## config.mk

```make
export PLATFORM = sky130hd
export DESIGN_NAME = instruction_fetch
export DESIGN_NICKNAME = d
export VERILOG_FILES = /design/src/rtl/instruction_fetch.sv
export SDC_FILE = /design/constraint.sdc
export NUM_CORES = 1
export LEC_CHECK = 0
export ABC_AREA = 1
export BUFFER_PORTS_ARGS = -buffer_cell sky130_fd_sc_hd__buf_2
export CAP_MARGIN = 25
export CORE_ASPECT_RATIO = 2
export CORE_MARGIN = 2
export CORE_UTILIZATION = 50
export CTS_CLUSTER_SIZE = 12
export DETAILED_ROUTE_END_ITERATION = 12
export GPL_TIMING_DRIVEN = 0
export MAX_ROUTING_LAYER = met4
export PLACE_DENSITY = 0.74
export SLEW_MARGIN = 25
export SYNTH_ARGS = -nofsm -noshare
export SYNTH_HDL_FRONTEND = slang
export SYNTH_SLANG_ARGS = --single-unit
```

## constraint.sdc

```tcl
create_clock -name clk -period 5.7 [get_ports clk]
set_clock_uncertainty 0.15 [all_clocks]
set_input_delay 0.57 -clock clk [delete_from_list [all_inputs] [get_ports clk]]
set_output_delay 0.57 -clock clk [all_outputs]
set_load 0.01 [all_outputs]
```

## src/rtl/instruction_fetch.sv

```systemverilog
// Fetch unit for the crush RV32I core: owns the fetch PC, issues single
// outstanding word reads, and hands instructions downstream via valid/ready.
module instruction_fetch #(
  parameter logic [31:0] RESET_PC   = 32'h0000_0000,
  parameter int          ADDR_WIDTH = 32
) (
  input  logic                  clk,
  input  logic                  reset,
  output logic                  mem_req,
  output logic [ADDR_WIDTH-1:0] mem_addr,
  input  logic                  mem_ack,
  input  logic [31:0]           mem_rdata,
  input  logic                  redirect,
  input  logic [ADDR_WIDTH-1:0] redirect_pc,
  output logic [31:0]           instruction,
  output logic [ADDR_WIDTH-1:0] pc,
  output logic                  valid,
  input  logic                  ready,
  output logic                  misaligned
);

  localparam logic [31:0] NOP = 32'h0000_0013;

  typedef enum logic [2:0] {START, REQUEST, HOLD, DRAIN, FAULT} state_t;

  state_t                state, state_n;
  logic [ADDR_WIDTH-1:0] fetch_pc, fetch_pc_n;
  logic [ADDR_WIDTH-1:0] target, target_n;
  logic [ADDR_WIDTH-1:0] mem_addr_n, pc_n;
  logic [ADDR_WIDTH-1:0] drain_tgt;
  logic [31:0]           instruction_n;
  logic                  mem_req_n, valid_n, misaligned_n;
  logic                  redirect_bad;

  always_ff @(posedge clk or posedge reset) begin
    if (reset) begin
      state       <= START;
      fetch_pc    <= RESET_PC;
      target      <= RESET_PC;
      mem_req     <= 1'b0;
      mem_addr    <= RESET_PC;
      valid       <= 1'b0;
      instruction <= NOP;
      pc          <= RESET_PC;
      misaligned  <= 1'b0;
    end else begin
      state       <= state_n;
      fetch_pc    <= fetch_pc_n;
      target      <= target_n;
      mem_req     <= mem_req_n;
      mem_addr    <= mem_addr_n;
      valid       <= valid_n;
      instruction <= instruction_n;
      pc          <= pc_n;
      misaligned  <= misaligned_n;
    end
  end

  assign redirect_bad = (redirect_pc[1:0] != 2'b00);
  // A redirect arriving in the very cycle the drained ack lands supersedes the latched target.
  assign drain_tgt    = redirect ? redirect_pc : target;

  always_comb begin
    state_n       = state;
    fetch_pc_n    = fetch_pc;
    target_n      = target;
    mem_req_n     = mem_req;
    mem_addr_n    = mem_addr;
    valid_n       = valid;
    instruction_n = instruction;
    pc_n          = pc;
    misaligned_n  = misaligned;

    case (state)
      START, HOLD: begin
        if (redirect) begin
          valid_n = 1'b0;
          if (redirect_bad) begin
            state_n      = FAULT;
            misaligned_n = 1'b1;
            mem_req_n    = 1'b0;
          end else begin
            mem_req_n  = 1'b1;
            mem_addr_n = redirect_pc;
            state_n    = REQUEST;
          end
        end else if (state == START || ready) begin
          valid_n    = 1'b0;
          mem_req_n  = 1'b1;
          mem_addr_n = fetch_pc;
          state_n    = REQUEST;
        end
      end

      REQUEST: begin
        if (redirect) begin
          if (mem_ack) begin
            if (redirect_bad) begin
              state_n      = FAULT;
              misaligned_n = 1'b1;
              valid_n      = 1'b0;
              mem_req_n    = 1'b0;
            end else begin
              mem_addr_n = redirect_pc;
            end
          end else begin
            target_n = redirect_pc;
            state_n  = DRAIN;
          end
        end else if (mem_ack) begin
          instruction_n = mem_rdata;
          pc_n          = mem_addr;
          valid_n       = 1'b1;
          fetch_pc_n    = mem_addr + ADDR_WIDTH'(4);
          mem_req_n     = 1'b0;
          state_n       = HOLD;
        end
      end

      DRAIN: begin
        if (redirect) target_n = redirect_pc;
        if (mem_ack) begin
          if (drain_tgt[1:0] != 2'b00) begin
            state_n      = FAULT;
            misaligned_n = 1'b1;
            valid_n      = 1'b0;
            mem_req_n    = 1'b0;
          end else begin
            mem_addr_n = drain_tgt;
            state_n    = REQUEST;
          end
        end
      end

      FAULT: begin
        valid_n   = 1'b0;
        mem_req_n = 1'b0;
      end

      default: state_n = START;
    endcase
  end

endmodule

```

==> flow_metrics.py, run 1 <==
metrics = {
    "global_routing": {
        "first_global_vias": 9097,
        "grt_pass1_wl_mm": 45.6,
        "grt_overflow": 0,
        "antenna_found_initial": 0,
        "grt_start_max_net_pins": 71,
        "grt_usage_pct": 30.9,
    },
    "power_and_ir_drop": {
        "power_density_nw_per_um2": 247,
        "peakVddDrop_uv": 189,
        "leakage_nw": 6.22,
    },
    "cts": {
        "clock_latency_ps": 430,
        "cts_tree": "done",
        "cts_max_level": 4,
        "cts_buffer_depth": 2,
        "clk_pin_slew_ps": 70,
        "numClockSinks": 164,
        "cts-buffers-inserted": 17,
        "ctsRootBufferMaster": "clkbuf_16",
    },
    "synth": {
        "ys_types": 28,
        "synth_edf_count": 0,
        "yosysMostFrequentCell": "nand2_1",
        "synthArstFlopShare_pct": 100,
        "synth_nets": 1371,
        "synth_cells": 1301,
        "syn_area_um2": 9010,
        "synth_common_cells": "nand2_1 (608), dfrtp_1 (161), nand3_1 (154)",
        "syn_area_per_cell_um2": 6.93,
        "ys_seq_area_share_pct": 45.6,
        "synth_top_area_share_pct": 44.7,
        "synth-main-ff-cell": "dfrtp_1",
        "synth_seq_cells": 164,
        "ys_top_cells_by_area": "dfrtp_1 (45%), nand2_1 (25%), nand3_1 (8.6%)",
        "yosysWarnings": 0,
        "synth_top_area_cell": "dfrtp_1",
    },
    "timing": {
        "period_minus_slack_ps": 2410,
        "rsz0062_at_grt": "false",
        "drv_slew": 0,
        "setup_viol": 0,
        "slew_headroom_pct": 57.4,
        "max_freq_mhz": 415,
        "tightestPinTransition_ps": 638,
        "hold_viol_final": 0,
        "fin_ws_ps": 3290,
        "post-route-period-util_pct": 42.3,
    },
    "job": {
        "drv_cap": 0,
    },
    "place": {
        "post-place-ws_ps": 3300,
        "port_buffers": 167,
        "place_congestion": 0.979,
        "placed_cells": 1683,
        "place_hpwl_mm": 22.0,
    },
    "finish": {
        "syn_to_final_growth_pct": 20.3,
        "num_antenna_cells": 0,
        "drive_above_1_share_pct": 19.6,
        "stdcell_count": 1716,
        "fin_nets": 1560,
        "nFillCells": 1677,
    },
    "routing": {
        "viasPerCell": 5.41,
        "vias": 9275,
        "ant_nets": 0,
        "drt_pass1_iterations": 5,
        "drcViolationCount": 0,
        "drtIter0Drc": 692,
        "totalWireLength_mm": 28.4,
        "wl_per_cell_um": 16.5,
    },
    "floorplan": {
        "coreArea_um2": 17700,
        "die-area_um2": 19200,
        "rows": 69,
        "die_height_um": 194,
        "initial_core_util_pct": 50.9,
        "fp.dieW_um": 98.9,
        "io_pins": 168,
    },
    "worst_hold_path": {
        "hold_class": "primary input to register",
    },
    "worst_setup_path": {
        "critical_path.max_fanout": 7,
        "critPathRequiredTime_ps": 5870,
        "critical_path_arrival_ps": 2570,
        "crit_type": "register to register",
        "crit_path_end_kind": "register",
        "setup.worst_path.start_class": "register",
    },
    "outcome": {
        "status": "complete, no violations",
    },
}
## where the power goes
part / switching (mW) / total (mW) / internal, mW
logic: 0.125 / 0.196 / 0.0708
registers: 0.0235 / 1.20 / 1.17
clock network: 0.489 / 1.29 / 0.801
## cells in the final DEF, fill, tap and decap left out
cell type,instances
a21oi_1,8
and2_0,1
buf_1,2
buf_16,2
buf_2,209
buf_4,5
bufinv_16,5
clkbuf_1,23
clkbuf_16,17
clkbuf_8,2
clkinv_2,4
clkinv_4,2
clkinvlp_4,1
dfrtp_1,161
dfstp_2,3
dlygate4sd3_1,1
ha_1,1
inv_1,60
inv_2,3
inv_6,1
inv_8,1
nand2_1,608
nand2_2,2
nand3_1,154
nand3b_1,5
nand4_1,16
nor2_1,95
nor2_2,5
nor2_4,1
nor3_1,2
nor3b_1,1
o211ai_1,32
o21a_1,1
o21ai_0,32
o21bai_1,1
o22ai_1,2
or2_2,32
xor2_1,2
## routing by layer
| layer | vias to the layer above | part of all wire (%) | track usage [%] |
|---|---|---|---|
| met3 | 78 | 5.9 | 3.89 |
| met5 | - | 0 | - |
| met4 | 0 | 4.3 | 16.0 |
| met1 | 4285 | 38 | 34.7 |
| met2 | 385 | 52 | 52.9 |
| li1 | 4527 | - | - |
## worst paths after layout
kind	from	end	slack, ps	cells past startpoint
max in group asynchronous	reset	instruction[0]	3930	5
min in group asynchronous	reset	instruction[18]	480	3
setup reg to reg	mem_addr[3]	fetch_pc[24]	3290	8
setup / recovery	mem_addr[3]	fetch_pc[24]	3290	8
hold / removal	mem_rdata[22]	instruction[22]	180	3
hold reg to reg	instruction[0]	instruction[0]	320	2
## critical path: stages, from the launching register on
cell	delay, ps
dfrtp_1	530
ha_1	270
nand3_1	110
nor2_1	320
nand3_1	320
nor2_1	390
nand2_1	90
nand2_1	70
nand2_1	40
## final cells by class
type	count	area, µm²	area share, %
timing repair buffer	170	901	8.31
clock buffer	19	453	4.18
clock inverter	13	204	1.88
multi-input combinational	1001	4320	39.9
buffer	72	342	3.15
sequential	164	4110	37.9
inverter	64	248	2.28
tap	213	267	2.46
## flip-flops by register name (all words and copies together), names as in the netlist
signal and count:
pc 32, valid 1, instruction 32, mem_req 1
fetch_pc 30, misaligned 1, state 3, mem_addr 32
target 32
## cell families after synthesis
| family | Yosys count | share of synthesized area [%] |
|---|---|---|
| AND/OR/NAND/NOR | 922 | 42.4 |
| adder cells (fa/ha/maj) | 1 | 0.139 |
| AO/OA/AOI/OAI | 76 | 5.19 |
| flip-flops | 164 | 45.6 |
| XOR/XNOR | 2 | 0.194 |
| buffers and inverters | 136 | 6.45 |
## metrics by stage
step	area [µm²]	utilization, %	TNS, ps	power [mW]	hold slack [ps]
after floorplan	9010	-	0	1.33	292
after global placement	10100	57.2	-216510	1.40	295
after detailed placement	10200	57.5	0	1.41	307
after CTS	10800	61.3	0	2.70	170
after global routing	10800	61.3	0	2.77	185
final	10800	61.3	0	2.68	179
## timing repair
item / CTS / global route
setup buffers: 0 / 0
gates resized for setup: 0 / 0
hold endpoints to repair: 26 / 0
hold buffers: 1 / 0
endpoints found under the setup margin: 0 / 0
Note: power is estimated with default switching activity, not from simulation.
==> run 2: changes to the inputs <==
--- a/config.mk
+++ b/config.mk
@@ -5,17 +5,17 @@
 export SDC_FILE = /design/constraint.sdc
 export NUM_CORES = 1
 export LEC_CHECK = 0
-export ABC_AREA = 1
+export ABC_AREA = 0
 export BUFFER_PORTS_ARGS = -buffer_cell sky130_fd_sc_hd__buf_2
 export CAP_MARGIN = 25
 export CORE_ASPECT_RATIO = 2
 export CORE_MARGIN = 2
-export CORE_UTILIZATION = 50
+export CORE_UTILIZATION = 49
 export CTS_CLUSTER_SIZE = 12
 export DETAILED_ROUTE_END_ITERATION = 12
 export GPL_TIMING_DRIVEN = 0
 export MAX_ROUTING_LAYER = met4
-export PLACE_DENSITY = 0.74
+export PLACE_DENSITY = 0.77
 export SLEW_MARGIN = 25
 export SYNTH_ARGS = -nofsm -noshare
 export SYNTH_HDL_FRONTEND = slang
==> constraint.sdc (replaced) <==
create_clock -name clk -period 2 [get_ports clk]
set_clock_uncertainty 0.15 [all_clocks]
set_input_delay 0.2 -clock clk [delete_from_list [all_inputs] [get_ports clk]]
set_output_delay 0.2 -clock clk [all_outputs]
set_load 0.01 [all_outputs]
==> flow_metrics.py, run 2 <==
metrics = {
    "outcome": {
        "status": "complete, but fails checks",
        "violations": "setup timing",
    },
    "timing": {
        "post-route-period-util_pct": 100,
        "max_freq_mhz": 498,
        "drv_slew": 0,
        "slew_headroom_pct": 51.5,
        "setup_viol": 6,
        "hold_viol_final": 0,
        "fin_ws_ps": -6.28,
        "tightestPinTransition_ps": 728,
        "rsz0062_at_grt": "true",
        "period_minus_slack_ps": 2010,
    },
    "power_and_ir_drop": {
        "p_int_mw": 9.36,
        "power_frac_comb_pct": 35.8,
        "swShare_pct": 36.6,
        "peakVddDrop_uv": 941,
        "p_seq_share_pct": 41.2,
        "clkPwrFrac_pct": 23.0,
        "power.total_mw": 14.8,
        "power_density_nw_per_um2": 1420,
        "leakage_nw": 5.08,
        "p_switching_mw": 5.41,
    },
    "synth": {
        "syn_area_um2": 7610,
        "synth_cells": 767,
        "ys_seq_area_share_pct": 54.0,
        "yosysMostFrequentCell": "nand2_1",
        "synth_top_area_cell": "dfrtp_1",
        "ys_types": 50,
        "ys_top_cells_by_area": "dfrtp_1 (53%), nand2_1 (13%), mux2_2 (9.5%)",
        "synth_nets": 837,
        "synth_seq_cells": 164,
        "synthArstFlopShare_pct": 100,
        "synth_edf_count": 0,
        "syn_area_per_cell_um2": 9.92,
        "yosysWarnings": 0,
        "synth_top_area_share_pct": 52.9,
        "synth_common_cells": "nand2_1 (256), dfrtp_1 (161), mux2_2 (64)",
        "synth-main-ff-cell": "dfrtp_1",
    },
    "finish": {
        "final_util_pct": 68.4,
        "final_cell_area_um2": 10400,
        "syn_to_final_growth_pct": 36.7,
        "stdcell_count": 1244,
        "mostFrequentLayoutCells": "nand2_1 (255), buf_2 (179), dfrtp_1 (146)",
        "layout_commonest_cell": "nand2_1",
        "fin_nets": 1103,
        "drive_above_1_share_pct": 35.5,
        "num_antenna_cells": 0,
    },
    "worst_setup_path": {
        "critPathRequiredTime_ps": 2170,
        "critical_path.max_fanout": 10,
        "critical_path_arrival_ps": 2170,
        "crit_type": "register to register",
        "crit_path_end_kind": "register",
        "setup.worst_path.start_class": "register",
    },
    "routing": {
        "drtIter0Drc": 513,
        "drcViolationCount": 0,
        "drt_pass1_iterations": 9,
        "viasPerCell": 5.51,
        "wl_per_cell_um": 17.9,
        "vias": 6850,
        "totalWireLength_mm": 22.3,
        "ant_nets": 0,
    },
    "floorplan": {
        "die-area_um2": 16600,
        "io_pins": 168,
        "rows": 64,
        "die_height_um": 180,
        "coreArea_um2": 15200,
        "initial_core_util_pct": 50.0,
        "fp.dieW_um": 92.1,
    },
    "cts": {
        "cts_buffer_depth": 2,
        "cts_tree": "done",
        "cts-buffers-inserted": 17,
        "clock_latency_ps": 440,
        "clk_pin_slew_ps": 60,
        "ctsRootBufferMaster": "clkbuf_16",
        "cts_max_level": 4,
        "numClockSinks": 164,
    },
    "place": {
        "placed_cells": 1138,
        "place_area_um2": 8830,
        "post-place-ws_ps": -614,
        "place_hpwl_mm": 15.2,
        "place_congestion": 0.962,
        "port_buffers": 167,
    },
    "global_routing": {
        "grt_pass1_wl_mm": 35.7,
        "antenna_found_initial": 0,
        "grt_usage_pct": 28.2,
        "grt_start_max_net_pins": 32,
        "first_global_vias": 7053,
        "grt_overflow": 0,
    },
    "job": {
        "drv_cap": 0,
    },
    "worst_hold_path": {
        "hold_class": "primary input to register",
    },
}
run 2: changes by cell type after synthesis, sizes merged, moves of 33 or more:
| cell | previous run | this run |
|---|---|---|
| o21ai | 32 | 65 |
| mux2 | 0 | 64 |
| nand2 | 610 | 256 |
| inv | 64 | 5 |
| nor2 | 101 | 20 |
| nand3 | 154 | 12 |
run 2: power by group through the flow:
stage	clock [mW]	sequential, mW	combinational (mW)
after floorplan	0	6.20	2.67
after global placement	0	6.03	4.62
after detailed placement	0	6.08	4.80
after CTS	3.43	6.05	5.06
after global routing	3.58	6.26	5.83
final	3.40	6.08	5.28
run 2: stage by stage:
step,hold slack [ps],setup TNS (ps)
after floorplan,133,-69610
after global placement,238,-269570
after detailed placement,43.3,-32780
after CTS,10.5,0
after global routing,56.2,-1650
final,24.7,-18.3
run 2: cell families (layout without fill, tap and decap cells):
logic type	Yosys count	after routing	synth area share [%]
adders and majority gates	1	1	0.164
buffers and inverters	57	335	3.34
and+or+nand+nor	336	337	19.8
xor gates and xnor gates	28	28	3.22
muxes	64	64	9.47
AOI/OAI and AO/OA	117	117	10.0
DFF	164	164	54.0
run 2: final timing paths:
check                                from             end  slack (ps)  cells after the start
max                              state[0]      target[26]          -6                      5
min                                 ready        state[1]          20                      4
max reg2reg                      state[0]      target[26]          -6                      5
min reg2reg                instruction[1]  instruction[1]         310                      2
max in group asynchronous           reset     mem_addr[6]         680                      6
min in group asynchronous           reset          pc[31]         140                      3
run 2: cell type report:
class | instances | area, µm²
Buffer | 51 | 320
Sequential cell | 164 | 4130
Fill cell | 1152 | 4810
Clock inverter | 11 | 153
Multi-Input combinational cell | 547 | 3390
Timing Repair Buffer | 247 | 1690
Clock buffer | 21 | 460
Inverter | 5 | 22.5
Tap cell | 198 | 248
run 2: layer usage:
layer / vias up / global-route usage [%] / wire length, µm
met5: - / - / 0
met4: 0 / 14.4 / 861
met3: 54 / 5.44 / 1130
met2: 257 / 49.1 / 12200
met1: 3366 / 30.0 / 8120
li1: 3173 / - / -
run 2: critical path, stage by stage (launching register included):
cell      delay (ps)
dfrtp_1          350
clkbuf_4         180
and2b_2          250
nand3_1          220
buf_2            350
mux2_2           370
run 2: what timing repair did:
action                                 in CTS  in global routing
hold buffers                               65                  0
buffers inserted                            4                  5
gates cloned                                1                  0
setup endpoints to repair                 115                156
pin swaps                                   2                 12
gates resized for setup                    41                 68
endpoints found under the hold margin     147                  0
